**config.mk**
```make
export PLATFORM = sky130hd
export DESIGN_NAME = dp_mem_responder
export DESIGN_NICKNAME = d
export VERILOG_FILES = /design/src/rtl/dp_mem_responder.sv
export SDC_FILE = /design/constraint.sdc
export NUM_CORES = 1
export LEC_CHECK = 0
export CORE_AREA = 2 2 104 106
export DETAILED_ROUTE_END_ITERATION = 16
export DIE_AREA = 0 0 106 108
export HOLD_SLACK_MARGIN = 0.08
export PLACE_DENSITY = 0.7
export SLEW_MARGIN = 20
export SYNTH_ARGS = -nofsm -noshare
export SYNTH_HDL_FRONTEND = slang
export SYNTH_SLANG_ARGS = --single-unit
```
**constraint.sdc**
```tcl
create_clock -name CLK -period 1.6 [get_ports CLK]
set_input_delay 0.32 -clock CLK [delete_from_list [all_inputs] [get_ports CLK]]
set_output_delay 0.32 -clock CLK [all_outputs]
set_load 0.1 [all_outputs]
```
**src/rtl/dp_mem_responder.sv**
```systemverilog
// Responder side of the datapath/cache interface. Arbitrates instruction fetches against data
// loads/stores, runs one single-ported RAM access at a time over the ramstate handshake and
// returns single-cycle ihit/dhit pulses with the load data. A halt parks the block in a sticky
// flushed state that only reset leaves.
// Optional feature: define DP_MEM_IBUF_EN for a one-entry fetch buffer that serves repeat
// fetches of the same address in IDLE without touching the RAM.
module dp_mem_responder #(
  parameter int unsigned DATA_PRIORITY = 1
) (
  input  logic        CLK,
  input  logic        nRST,
  input  logic        halt,
  input  logic        imemREN,
  input  logic [31:0] imemaddr,
  input  logic        dmemREN,
  input  logic        dmemWEN,
  input  logic [31:0] dmemaddr,
  input  logic [31:0] dmemstore,
  output logic        ihit,
  output logic [31:0] imemload,
  output logic        dhit,
  output logic [31:0] dmemload,
  output logic        flushed,
  output logic        ramREN,
  output logic        ramWEN,
  output logic [31:0] ramaddr,
  output logic [31:0] ramstore,
  input  logic [31:0] ramload,
  input  logic [1:0]  ramstate
);

  // ramstate_t encoding: FREE=0, BUSY=1, ACCESS=2, ERROR=3; only ACCESS completes an access.
  localparam logic [1:0] RamAccess = 2'd2;

  typedef enum logic [1:0] {StIdle, StDreq, StIreq, StHalted} state_e;

  state_e state_q, state_d;

  logic        d_req;
  logic        d_wins;
  logic        ram_done;
  logic        ibuf_hit;
  logic [31:0] ibuf_data;

  assign d_req    = dmemREN | dmemWEN;
  // With DATA_PRIORITY=0 a data request only wins when no fetch is pending.
  assign d_wins   = d_req && ((DATA_PRIORITY != 0) || !imemREN);
  assign ram_done = (ramstate == RamAccess);

`ifdef DP_MEM_IBUF_EN
  logic        ibuf_valid_q, ibuf_valid_d;
  logic [31:0] ibuf_addr_q, ibuf_addr_d;
  logic [31:0] ibuf_data_q, ibuf_data_d;

  assign ibuf_hit  = ibuf_valid_q && (imemaddr == ibuf_addr_q);
  assign ibuf_data = ibuf_data_q;

  // Fill on every completed fetch; a completed store to the buffered address invalidates it.
  always_comb begin
    ibuf_valid_d = ibuf_valid_q;
    ibuf_addr_d  = ibuf_addr_q;
    ibuf_data_d  = ibuf_data_q;
    if (state_q == StIreq && ram_done) begin
      ibuf_valid_d = 1'b1;
      ibuf_addr_d  = imemaddr;
      ibuf_data_d  = ramload;
    end else if (state_q == StDreq && ram_done && dmemWEN && (dmemaddr == ibuf_addr_q)) begin
      ibuf_valid_d = 1'b0;
    end
  end

  // Fetch buffer registers.
  always_ff @(posedge CLK or negedge nRST) begin
    if (!nRST) begin
      ibuf_valid_q <= 1'b0;
      ibuf_addr_q  <= '0;
      ibuf_data_q  <= '0;
    end else begin
      ibuf_valid_q <= ibuf_valid_d;
      ibuf_addr_q  <= ibuf_addr_d;
      ibuf_data_q  <= ibuf_data_d;
    end
  end
`else
  assign ibuf_hit  = 1'b0;
  assign ibuf_data = '0;
`endif

  // Next state and all outputs; RAM strobes depend only on state so reset drops them at once.
  always_comb begin
    state_d  = state_q;
    ihit     = 1'b0;
    imemload = '0;
    dhit     = 1'b0;
    dmemload = '0;
    flushed  = 1'b0;
    ramREN   = 1'b0;
    ramWEN   = 1'b0;
    ramaddr  = '0;
    ramstore = '0;
    unique case (state_q)
      StIdle: begin
        if (halt) begin
          state_d = StHalted;
        end else if (d_wins) begin
          state_d = StDreq;
        end else if (imemREN) begin
          if (ibuf_hit) begin
            ihit     = 1'b1;
            imemload = ibuf_data;
          end else begin
            state_d = StIreq;
          end
        end
      end
      StDreq: begin
        ramaddr  = dmemaddr;
        ramREN   = dmemREN;
        ramWEN   = dmemWEN;
        ramstore = dmemstore;
        // BUSY/FREE/ERROR all hold the request; ERROR is simply retried.
        if (ram_done) begin
          dhit     = 1'b1;
          dmemload = ramload;
          state_d  = StIdle;
        end
      end
      StIreq: begin
        ramaddr = imemaddr;
        ramREN  = 1'b1;
        if (ram_done) begin
          ihit     = 1'b1;
          imemload = ramload;
          state_d  = StIdle;
        end
      end
      StHalted: begin
        flushed = 1'b1;
      end
      default: state_d = StIdle;
    endcase
  end

  // State register.
  always_ff @(posedge CLK or negedge nRST) begin
    if (!nRST) begin
      state_q <= StIdle;
    end else begin
      state_q <= state_d;
    end
  end

endmodule

```
==> results of run 1 <==
==> per-stage QoR <==
step / cells / cell area, µm² / setup TNS [ps] / hold WS, ps / setup slack, ps
after detailed placement: 605 / 6130 / -26390 / 499 / -345
after CTS: 612 / 6280 / -38880 / 282 / -375
after global placement: 605 / 6130 / -24900 / 490 / -334
final: 620 / 6460 / -38510 / 283 / -368
after global routing: 620 / 6460 / -47140 / 289 / -417
after floorplan: 205 / 1940 / -21000 / 24.4 / -245
==> path summary, 6_finish.rpt <==
path	slack (ps)	endpoint	cells past startpoint
min in group CLK	700	state_q[0]	3
min	280	state_q[1]	1
min reg2reg	700	state_q[0]	3
max in group asynchronous	1180	state_q[1]	1
max reg2reg	-110	state_q[0]	6
max	-370	imemload[7]	7
==> area by class of cell <==
| class | count | area, µm² |
|---|---|---|
| clock buffers | 3 | 41.3 |
| fillers | 753 | 3770 |
| inverters | 5 | 23.8 |
| multi-input cells | 178 | 1760 |
| flip-flops and latches | 2 | 51.3 |
| well taps | 136 | 170 |
| repair buffers | 296 | 4410 |
==> layer usage <==
metal | vias up | track usage [%] | wire, µm
met4 | 0 | 4.23 | 192
met3 | 12 | 4.64 | 922
met1 | 1208 | 16.6 | 3410
met5 | - | 0 | 0
li1 | 1237 | - | -
met2 | 159 | 36.1 | 6130
==> synthesized netlist by cell type <==
| cell type | number | share of area [%] |
|---|---|---|
| buf_2 | 6 | 2.1 |
| buf_6 | 6 | 4.8 |
| a21oi_1 | 1 | 0.36 |
| nor2_1 | 1 | 0.27 |
| o32ai_1 | 1 | 0.62 |
| o31ai_1 | 1 | 0.53 |
| a22oi_1 | 32 | 17 |
| nor2_4 | 2 | 1.6 |
| nor3_1 | 1 | 0.36 |
| dfrtp_1 | 2 | 3.6 |
| clkbuf_1 | 6 | 1.6 |
| nor2b_1 | 34 | 15 |
| inv_1 | 4 | 1.1 |
| inv_2 | 1 | 0.27 |
| ha_1 | 5 | 4.4 |
| nand2b_2 | 1 | 0.62 |
| a221oi_2 | 1 | 1.1 |
| buf_4 | 1 | 0.53 |
| o2bb2ai_1 | 1 | 0.62 |
| and2_1 | 97 | 43 |
| buf_1 | 1 | 0.27 |
==> worst reg2reg max path, delay by kind of cell (launching register included) <==
kind / cells / cell delay (ps)
adders and majority gates: 1 / 330
AOI/OAI and AO/OA: 2 / 420
buffers and inverters: 3 / 420
DFF: 1 / 410
==> cell families (layout without fill, tap and decap cells) <==
family,count (synthesis),in the layout,share of synthesized area (%)
buffers and inverters,25,304,10.7
AOI/OAI and AO/OA,37,37,20.3
adders and majority gates,5,5,4.44
DFF,2,2,3.56
and+or+nand+nor,136,136,61.1
==> timing repair <==
action	CTS	global route
setup endpoints to repair	134	134
pin swaps	17	7
gates resized for setup	15	22
buffers inserted	3	6
cloned	1	4
==> power groups by stage <==
stage / combinational [W] / sequential (W) / clock, W
2_1_floorplan: 0.00899 / 0.000105 / 0
3_3_place_gp: 0.0135 / 0.000107 / 0
3_5_place_dp: 0.0136 / 0.000110 / 0
4_1_cts: 0.0138 / 0.000105 / 0.000197
5_1_grt: 0.0145 / 0.000119 / 0.000207
6_report: 0.0141 / 0.000116 / 0.000192
==> run metrics, run 1 <==
Initial Utilization approximately 14%; share of cells above drive strength 1 64.0%; most used cell, CP buf_12; crit path DAT 1650 ps; commonest non-fill, non-tap cell in the layout buf_12; syn avg cell area a little under 7 µm²; initial antenna violation count 0; Buf+Inv Stages, Crit Path 4; final WL between 10000 and 15000 µm; largest net degree at the start of global routing 35; Switching Share 59.1%; Post-DP HPWL between 8000 and 9000 µm; most frequent cells in the layout 141 x buf_12, 134 x clkdlybuf4s50_1, 93 x and2_4; cts hold-fix bufs 0; Net Count, Synth ~350; post-layout min period 1970 ps; max_cap viols 0; Biggest register state_q; Crit path max-delay family buffers and inverters; Critical Setup Path Class input pin to output port; Worst R2R Start state_q[1]; Yosys reg bits 2; initial DRC count between 90 and 100; pwr/cell area 2230 mW/mm²; gpl congestion a little under 0.8; n_diodes 0; die area 0.0114 mm²; TritonCTS Sinks 2; via count about 2.6k; routed length per instance 17.2 µm; Int Pwr 0.00589 W; clock-pin slew on the worst setup and hold paths approximately 30 ps; PnR worst setup slack -368 ps; fin crit share 123%; Num CTS Buffers 3; CP peak stage delay 390 ps; vias in the first global route about 2.8k; worst path required time 1280 ps; drt drc 0; Worst Skew 1.57 ps; RSZ-0062 raised after global routing true; sequential area share after synthesis 3.56%; Worst setup SP type input pin; Worst Setup SP ramstate[0]; clk_lat worst skew around 210 ps; status finished with violations; P&R area growth vs syn 359%; failing checks setup timing; crit path cell chain clkdlybuf4s50_1 -> nand2b_4 -> nor2_4 -> buf_12 -> clkbuf_16 -> and2_4 -> buf_12; Max Slew Vio Count 0; Die W 106 µm; Die H 108 µm; port bufs 268; clk root buf clkbuf_8; Syn Inst Count around 200; # IOs 269; Comb pwr share 97.9%; sequential group share of total power less than 1%; CTS HTree Levels 1; Total Power 0.0144 W; CORE AREA 0.0102 mm²; Net Sw Power around 0.0085 W; num rows 37; maximum vdd ir drop 1530 µV; # setup viols final 134; DRT antenna net count 0; Clock power frac 1.3%; Leak 2.67 nW; fin nets approximately 630; FMAX 508 MHz; CP max stage cell clkdlybuf4s50_1; Worst Tran Pin Value 532 ps; Netlist Area Pre-Place 0.00141 mm²; final hold violations 0; Crit. End Element output port; first drt pass iteration count 4; Synth cell types 21; utilization after layout 63.1%; first-pass GRT wire length 15500 µm; relative slew slack 64.2%; gr ovfl total 0; critical-path maximum fanout 5; drt via density approximately 4.2; biggest regs state_q (2); max reg flops 2; Clock Tree Buf Depth 2; Syn. warnings 0; CTS tree yes; min-delay worst type input pin to async pin; GRT Util Overall around 17%
Power figures use the tool's default switching activity.
==> inputs of run 2 (changes only) <==
- CELL_PAD_IN_SITES_DETAIL_PLACEMENT: not set -> 1
- CELL_PAD_IN_SITES_GLOBAL_PLACEMENT: not set -> 2
- CORE_AREA: 2 2 104 106 -> not set
- CORE_ASPECT_RATIO: not set -> 1.4
- CORE_UTILIZATION: not set -> 10
- DIE_AREA: 0 0 106 108 -> not set
- PLACE_DENSITY: 0.7 -> 0.95
==> run metrics, run 2 (same netlist as run 1, synthesis figures left out) <==
status finished with violations; failing checks setup timing; Switching Share 56.3%; drt drc 0; CP max stage cell dfrtp_2; dpl cells 658; max_cap viols 0; num rows 50; pwr/cell area 2310 mW/mm²; Worst setup SP type register; fill count 1364; first drt pass iteration count 2; r2r setup slk -280 ps; routed length per instance 19.0 µm; # IOs 269; clk root buf clkbuf_16; Net Sw Power 0.00900 W; DRT antenna net count 0; commonest non-fill, non-tap cell in the layout buf_12; final WL 13000 µm; maximum vdd ir drop 1300 µV; CORE AREA between 0.01 and 0.015 mm²; CTS HTree Levels 1; Die W roughly 100 µm; post-layout min period ~2000 ps; fin nets 647; Routed met2 length 7790 µm; critical-path maximum fanout 8; CTS tree yes; Worst Setup SP state_q[1]; Crit. End Element output port; wl on met1 3870 µm; Leak 2.84 nW; Worst R2R Start state_q[0]; cts hold-fix bufs 0; crit path DAT 1710 ps; clock-pin slew on the worst setup and hold paths 30 ps; Post-DP HPWL 9900 µm; worst setup path endpoint dmemload[17]; via count ~2.7k; n_diodes 0; relative slew slack approximately two thirds; sequential group share of total power 0.7%; port bufs ~270; max reg flops 2; gr ovfl total 0; Critical Setup Path Class register to output port; Int Pwr 0.00697 W; Worst Skew roughly 0.32 ps; initial DRC count 16; share of cells above drive strength 1 68.5%; biggest regs state_q (2); Initial Utilization 10.4%; final hold violations 0; largest net degree at the start of global routing 34; most frequent cells in the layout 141 x buf_12, 135 x clkdlybuf4s50_1, 97 x and2_4; die area between 0.01 and 0.015 mm²; Comb pwr share 96.9%; Clock power frac 2.3%; Total Power 0.0160 W; TritonCTS Sinks 2; # setup viols final approximately 140; Biggest register state_q; GRT Util Overall 15.5%; gpl congestion 0.788; PnR worst setup slack -428 ps; top sig layer met4; initial antenna violation count 0; Die H 142 µm; Num CTS Buffers 3; fin crit share 127%; Critical R2R Capture state_q[0]; met3 routed WL 1150 µm; Worst Tran Pin Value approximately 480 ps; R2R cell count 8; Clock Tree Buf Depth 2; min-delay worst type input pin to async pin; RSZ-0062 raised after global routing true; FMAX around 490 MHz; first-pass GRT wire length between 15000 and 20000 µm; clk_lat worst skew between 200 and 250 ps; final cell count without fillers 686; CP peak stage delay 420 ps; worst path required time 1280 ps; Max Slew Vio Count 0; drt via density 3.99; P&R area growth vs syn 392%; crit path cell chain inv_4 -> ha_4 -> inv_4 -> nor2_4 -> buf_12 -> clkbuf_16 -> and2_4 -> buf_12; vias in the first global route 3029
-- run 2: cell count changes in the layout (fill, tap and decap cells not counted), moves of 5 or more --
| cell | delta |
|---|---|
| buf_4 | +5 |
| buf_6 | +5 |
| a22oi_2 | +14 |
| a22oi_1 | -14 |
| clkbuf_16 | +7 |
| buf_8 | +6 |
-- run 2: critical path: cells and delay by family, from the launching register on --
family / cells / cell delay [ps]
buffers and inverters: 5 / 580
flip-flops: 1 / 420
AND/OR/NAND/NOR: 2 / 280
adder cells (fa/ha/maj): 1 / 200
-- run 2: timing repair --
item | 4_1_cts | 5_1_grt
gates cloned | 2 | 9
pin swaps | 2 | 27
gates resized for setup | 37 | 38
setup endpoints to repair | 134 | 135
setup buffers | 8 | 7
-- run 2: routing by layer --
metal / track usage (%) / vias up
li1: - / 1276
met1: 13.2 / 1276
met2: 33.3 / 174
met3: 4.76 / 14
met4: 3.01 / 0
met5: 0 / -
-- run 2: through the flow --
stage	instance area, µm²	utilization [%]	hold WS (ps)	worst slack, ps	setup TNS, ps
after floorplan	1940	-	24.4	-245	-21000
after global placement	6230	45.9	491	-333	-29600
after detailed placement	6230	45.9	513	-386	-34520
after CTS	6560	48.3	287	-409	-47120
after global routing	6920	51.0	287	-494	-55830
final	6920	51.0	286	-428	-47530
-- run 2: power by group through the flow --
stage	logic, W	registers, W	clock network, W
after global placement	0.0136	0.000107	0
after floorplan	0.00899	0.000105	0
after global routing	0.0159	0.000123	0.000391
after detailed placement	0.0138	0.000112	0
final	0.0155	0.000117	0.000374
after CTS	0.0147	0.000111	0.000379
-- run 2: area by class of cell --
| class | count | area [µm²] | share of cell area, % |
|---|---|---|---|
| Timing Repair Buffer | 316 | 4700 | 67.9 |
| Sequential cell | 2 | 51.3 | 0.741 |
| Clock buffer | 3 | 75.1 | 1.08 |
| Multi-Input combinational cell | 178 | 1850 | 26.7 |
| Tap cell | 182 | 228 | 3.29 |
| Inverter | 5 | 23.8 | 0.344 |
-- run 2: worst min-delay path by stage --
stage	to	slack (ps)	startpoint	cells past startpoint
global placement	state_q[0]	490	nRST	1
global route	state_q[1]	290	nRST	1
finish	state_q[1]	290	nRST	1
floorplan	state_q[0]	20	nRST	0
detailed placement	state_q[1]	510	nRST	1
CTS	state_q[1]	290	nRST	1
